**src/rtl/sdram_client_arbiter.sv**
```systemverilog
// Shares one SDRAM controller request port between NUM_CLIENTS requesters.
// Ports:
//   clock, reset          : controller clock, synchronous active-high reset
//   in_req_* / out_req_*  : per-client pulse-valid / pulse-done request side
//   out_sd_* / in_sd_*    : single request port towards the SDRAM controller
//   out_grant             : index of the client currently or last served
//   out_overrun           : sticky flag, a client re-requested while pending
module sdram_client_arbiter #(
  parameter int NUM_CLIENTS  = 2,
  parameter bit PRIO_CLIENT0 = 1'b1
) (
  input  logic                      clock,
  input  logic                      reset,
  input  logic [32*NUM_CLIENTS-1:0] in_req_addr,
  input  logic [NUM_CLIENTS-1:0]    in_req_rw,
  input  logic [32*NUM_CLIENTS-1:0] in_req_data,
  input  logic [NUM_CLIENTS-1:0]    in_req_wmask,
  input  logic [NUM_CLIENTS-1:0]    in_req_valid,
  output logic [NUM_CLIENTS-1:0]    out_req_done,
  output logic [31:0]               out_req_data,
  output logic [31:0]               out_sd_addr,
  output logic                      out_sd_rw,
  output logic [31:0]               out_sd_data_in,
  output logic                      out_sd_wmask,
  output logic                      out_sd_in_valid,
  input  logic [31:0]               in_sd_data_out,
  input  logic                      in_sd_done,
  output logic [1:0]                out_grant,
  output logic                      out_overrun
);

  typedef enum logic [1:0] {
    S_IDLE,
    S_ISSUE,
    S_WAIT
  } state_t;

  state_t state, state_nx;

  logic [31:0] slot_addr [NUM_CLIENTS];
  logic [31:0] slot_data [NUM_CLIENTS];
  logic [NUM_CLIENTS-1:0] slot_rw;
  logic [NUM_CLIENTS-1:0] slot_wmask;
  logic [NUM_CLIENTS-1:0] pend;
  logic [NUM_CLIENTS-1:0] retire;
  logic [1:0] rr_ptr, rr_nx;
  logic [1:0] win;
  logic       win_ok;
  logic       fin;

  logic [31:0] sel_addr, sel_data;
  logic        sel_rw, sel_wmask;
  logic        load;
  logic [NUM_CLIENTS-1:0] done_nx;

  assign fin = (state == S_WAIT) && in_sd_done;

  always_comb begin
    retire = '0;
    for (int i = 0; i < NUM_CLIENTS; i++)
      retire[i] = fin && (out_grant == 2'(i));
  end

  always_comb begin
    rr_nx = 2'((int'(out_grant) + 1) % NUM_CLIENTS);
  end

  // Winner: client 0 overrides when prioritised, else first pending
  // slot at or after rr_ptr (client 0 excluded from the rotation).
  always_comb begin
    int idx;
    idx    = 0;
    win    = '0;
    win_ok = 1'b0;
    if (PRIO_CLIENT0 && pend[0]) begin
      win_ok = 1'b1;
    end else begin
      for (int k = 0; k < NUM_CLIENTS; k++) begin
        idx = (int'(rr_ptr) + k) % NUM_CLIENTS;
        if (!win_ok && pend[idx] && !(PRIO_CLIENT0 && idx == 0)) begin
          win    = 2'(idx);
          win_ok = 1'b1;
        end
      end
    end
  end

  always_comb begin
    sel_addr  = '0;
    sel_data  = '0;
    sel_rw    = 1'b1;
    sel_wmask = 1'b0;
    for (int i = 0; i < NUM_CLIENTS; i++) begin
      if (win == 2'(i)) begin
        sel_addr  = slot_addr[i];
        sel_data  = slot_data[i];
        sel_rw    = slot_rw[i];
        sel_wmask = slot_wmask[i];
      end
    end
  end

  // A retiring slot may be refilled in the same edge; the new set wins.
  always_ff @(posedge clock) begin
    if (reset) begin
      pend        <= '0;
      out_overrun <= 1'b0;
      slot_rw     <= '0;
      slot_wmask  <= '0;
      for (int i = 0; i < NUM_CLIENTS; i++) begin
        slot_addr[i] <= '0;
        slot_data[i] <= '0;
      end
    end else begin
      for (int i = 0; i < NUM_CLIENTS; i++) begin
        if (in_req_valid[i] && pend[i] && !retire[i]) begin
          out_overrun <= 1'b1;
        end else if (in_req_valid[i]) begin
          slot_addr[i]  <= in_req_addr[32*i +: 32];
          slot_data[i]  <= in_req_data[32*i +: 32];
          slot_rw[i]    <= in_req_rw[i];
          slot_wmask[i] <= in_req_wmask[i];
          pend[i]       <= 1'b1;
        end else if (retire[i]) begin
          pend[i] <= 1'b0;
        end
      end
    end
  end

  always_ff @(posedge clock) begin
    if (reset) begin
      state  <= S_IDLE;
      rr_ptr <= '0;
    end else begin
      state <= state_nx;
      if (fin)
        rr_ptr <= rr_nx;
    end
  end

  always_comb begin
    state_nx = state;
    unique case (state)
      S_IDLE:  if (win_ok) state_nx = S_ISSUE;
      S_ISSUE: state_nx = S_WAIT;
      S_WAIT:  if (in_sd_done) state_nx = S_IDLE;
      default: state_nx = S_IDLE;
    endcase
  end

  always_comb begin
    load    = (state == S_IDLE) && win_ok;
    done_nx = retire;
  end

  always_ff @(posedge clock) begin
    if (reset) begin
      out_sd_in_valid <= 1'b0;
      out_sd_addr     <= '0;
      out_sd_data_in  <= '0;
      out_sd_rw       <= 1'b1;
      out_sd_wmask    <= 1'b0;
      out_grant       <= '0;
      out_req_done    <= '0;
      out_req_data    <= '0;
    end else begin
      out_sd_in_valid <= load;
      out_req_done    <= done_nx;
      if (load) begin
        out_sd_addr    <= sel_addr;
        out_sd_data_in <= sel_data;
        out_sd_rw      <= sel_rw;
        out_sd_wmask   <= sel_wmask;
        out_grant      <= win;
      end
      if (fin)
        out_req_data <= in_sd_data_out;
    end
  end

endmodule

```
**config.mk**
```make
export PLATFORM = sky130hd
export DESIGN_NAME = sdram_client_arbiter
export DESIGN_NICKNAME = d
export VERILOG_FILES = /design/src/rtl/sdram_client_arbiter.sv
export SDC_FILE = /design/constraint.sdc
export NUM_CORES = 1
export LEC_CHECK = 0
export CORE_MARGIN = 4
export CORE_UTILIZATION = 53
export CTS_CLUSTER_SIZE = 40
export DETAILED_ROUTE_END_ITERATION = 7
export HOLD_SLACK_MARGIN = 0.15
export MAX_ROUTING_LAYER = met4
export PLACE_DENSITY = 0.86
export SLEW_MARGIN = 30
export SYNTH_ARGS = -nofsm -noshare
export SYNTH_HDL_FRONTEND = slang
export SYNTH_SLANG_ARGS = --single-unit
```
**constraint.sdc**
```tcl
create_clock -name clock -period 5.83 [get_ports clock]
set_clock_uncertainty 0.1 [all_clocks]
set_input_delay 1.4575 -clock clock [delete_from_list [all_inputs] [get_ports clock]]
set_output_delay 1.4575 -clock clock [all_outputs]
set_load 0.005 [all_outputs]
```
==> summary.md <==
| Metric | Value |
|---|---|
| CTS Hold Buffers Added | `0` |
| Overall die width | `149 µm` |
| Final min period | `3190 ps` |
| Area delta synth->final | `33.5%` |
| R2r startpoint | `state[1]` |
| Post-synthesis async set-or-reset flop share | `0` |
| Status | `finished, final reports clean` |
| Top-area cell type share of the netlist area | `0.367` |
| Hold WC Path Type | `flip-flop to flip-flop` |
| Die area | `~0.022 mm²` |
| Sink Count | `about 240` |
| Max-slew violations | `0` |
| H-tree Lvls | `1` |
| Post-DP HPWL | `between 15000 and 20000 µm` |
| Die Height | `149 µm` |
| Footprint of the multi-input gates | `0.00346 mm²` |
| CP max-delay cell | `buf_4` |
| WL final | `28000 µm` |
| Worst setup SP type | `primary input` |
| Setup CP Type | `primary input to flip-flop` |
| Share of layout cells above drive strength 1 | `0.0880` |
| Setup bufs post-CTS | `0` |
| FF/Latch Area | `0.00607 mm²` |
| Drt drc | `0` |
| CP bufs+invs | `2` |
| Worst skew pair latency | `around 500 ps` |
| Required time worst endpoint | `5930 ps` |
| P per Cell Area | `304 mW/mm²` |
| Synth area leaders | `edfxtp_1, dfxtp_1, a211oi_1` |
| Mean Syn Cell Area | `between 10 and 15 µm²` |
| Synth Cell Area | `0.0105 mm²` |
| Floorplan row count | `51` |
| Global route overflow | `0` |
| Critical Path Max Stage Delay | `~600 ps` |
| CTS tree | `done` |
| R2r setup slk | `3100 ps` |
| Relative slew slack | `0.338` |
| CTS resizes | `0` |
| Commonest non-fill, non-tap cell in the layout | `clkdlybuf4s50_1` |
| Critical path data arrival time | `roughly 3300 ps` |
| Hold Path Depth | `2` |
| HP Start | `out_req_data[23]` |
| Ys Warns | `0` |
| Period utilisation layout | `0.547` |
| CP cell instances | `clkdlybuf4s50_1 -> and4bb_2 -> o21ai_4 -> buf_4 -> a211oi_1` |
| Distinct cells, synth | `37` |
| DRT iter0 DRCs | `655` |
| Hold endpoint | `out_req_data[23]` |
| Nets | `1390` |
| First-pass detailed-route iteration total | `5` |
| Global-route wire length before repair | `43500 µm` |
| RR Endpoint | `out_sd_data_in[12]` |
| Io pins | `273` |
| Tightest Pin Transition | `993 ps` |
| Vias in the first global route | `8216` |
| Routability congestion estimate from global placement | `0.807` |
| Worst IR Drop VDD | `0.210 mV` |
| Initial antenna violation count | `1` |
| CP top delay family | `buffers and inverters` |
| Tot GR Track Use | `0.251` |
| Crit path depth | `5` |
| Via density | `approximately 5.7` |
| Largest net degree at the start of global routing | `80` |
| Initial cell density of the core | `0.538` |
| Drt wl/cell | `18.6 µm` |
| Inserted Clock Buffers | `24` |
| Largest area contributor in the netlist | `edfxtp_1` |
| RSZ-0062 raised after global routing | `no` |
| Sequential fraction of the synthesis area | `0.580` |
| Final Instance Area | `~0.014 mm²` |
| LEAKAGE | `0.00516 µW` |
| Final setup vio count | `0` |
| Most frequent cells in the layout | `clkdlybuf4s50_1, nand2_1, inv_1, a211oi_1, edfxtp_1` |
| Max Fclk | `313 MHz` |
| Main flop type after synthesis | `edfxtp_1` |
| CTS max path bufs | `3` |
| Synth Register Bits | `239` |
| Hold Slack | `355 ps` |
| Antenna Nets Post-Route | `0` |
| Syn nets | `around 1200` |
| IO Port Bufs | `271` |
| Max-cap violations | `0` |
| Synth Instances | `1014` |
| EDFF count, synth | `roughly 130` |
| Fin. Hold Viols | `0` |
| CP endpoint kind | `flip-flop` |
| CTS clock-pin slew for the worst setup and hold paths | `60 ps` |
| Worst-case reg-to-reg path depth | `5` |
| Dpl cell area | `0.0132 mm²` |
| Fillers | `1341` |
| Root Driver | `clkbuf_16` |
| Setup_tns | `0 ps` |
| Core Footprint | `0.0195 mm²` |
| DR vias | `8543` |
| Post-layout util | `0.718` |
| CP max FO | `70` |
==> power by group <==
group	total [µW]	switching (µW)	leakage, µW	internal, µW
Sequential	2010	69.8	0.00229	1940
Clock	1530	616	0.000386	913
Combinational	709	368	0.00248	341
==> Yosys cell counts, types with 2 or more instances <==
cell and count:
nor3b_1 4, nor2b_1 3, buf_6 7, nor2_1 5
a311oi_1 15, nand4_1 4, dfxtp_1 111, buf_4 4
clkbuf_1 53, o21ai_0 2, nand2_1 202, a21oi_1 100
a31oi_1 5, buf_2 36, o311ai_0 4, a211oi_1 129
buf_1 3, a311oi_2 50, edfxtp_1 128, inv_1 132
==> per-stage QoR <==
| stage | power [µW] | setup slack (ps) | cells |
|---|---|---|---|
| 2_1_floorplan | 2390 | 1740 | 1014 |
| 3_3_place_gp | 2720 | 2200 | 1458 |
| 3_5_place_dp | 2750 | 2160 | 1460 |
| 4_1_cts | 4270 | 2670 | 1504 |
| 5_1_grt | 4410 | 2570 | 1505 |
| 6_report | 4240 | 2640 | 1505 |
==> worst min-delay path: stages (launching register included) <==
cell     delay [ps]
dfxtp_1         310
nand2_1          50
a21oi_1          50
==> final cells by class <==
cell class              instances  area share
flip-flops and latches        239       0.434
multi-input cells             540       0.247
repair buffers                284       0.203
clock buffers                  36      0.0499
inverters                     132      0.0354
well taps                     265      0.0237
clock inverters                 8     0.00627
diodes                          1    0.000179
==> sequential cells by signal, indices dropped and copies added (netlist names), 2 cells and up <==
name            count
slot_addr          64
slot_wmask          2
out_req_data       32
out_sd_data_in     32
pend                2
out_req_done        2
state               2
slot_rw             2
out_sd_addr        32
slot_data          64
==> layer usage <==
metal / vias to the layer above / track usage / wire length [µm]
li1: 4019 / - / -
met1: 4030 / 0.306 / 10900
met2: 418 / 0.418 / 13800
met3: 76 / 0.0433 / 2190
met4: 0 / 0.0975 / 1110
met5: - / - / 0
==> worst max path at each step <==
stage,startpoint,to
after global routing,in_sd_done,slot_addr[0][26]
after global placement,in_sd_done,slot_addr[0][28]
final,in_sd_done,slot_addr[0][56]
after floorplan,in_sd_done,slot_addr[0][0]
after CTS,in_sd_done,slot_addr[0][24]
after detailed placement,in_sd_done,slot_addr[0][21]
==> cell families (layout without fill, tap and decap cells) <==
| group | after synthesis | after routing | synth area share |
|---|---|---|---|
| AOI/OAI and AO/OA | 309 | 309 | 0.235 |
| buffers and inverters | 235 | 460 | 0.0950 |
| DFF | 239 | 239 | 0.580 |
| muxes | 1 | 1 | 0.000956 |
| other | 1 | 2 | 0.000358 |
| and+or+nand+nor | 229 | 229 | 0.0893 |
Note: power is estimated with default switching activity, not from simulation.
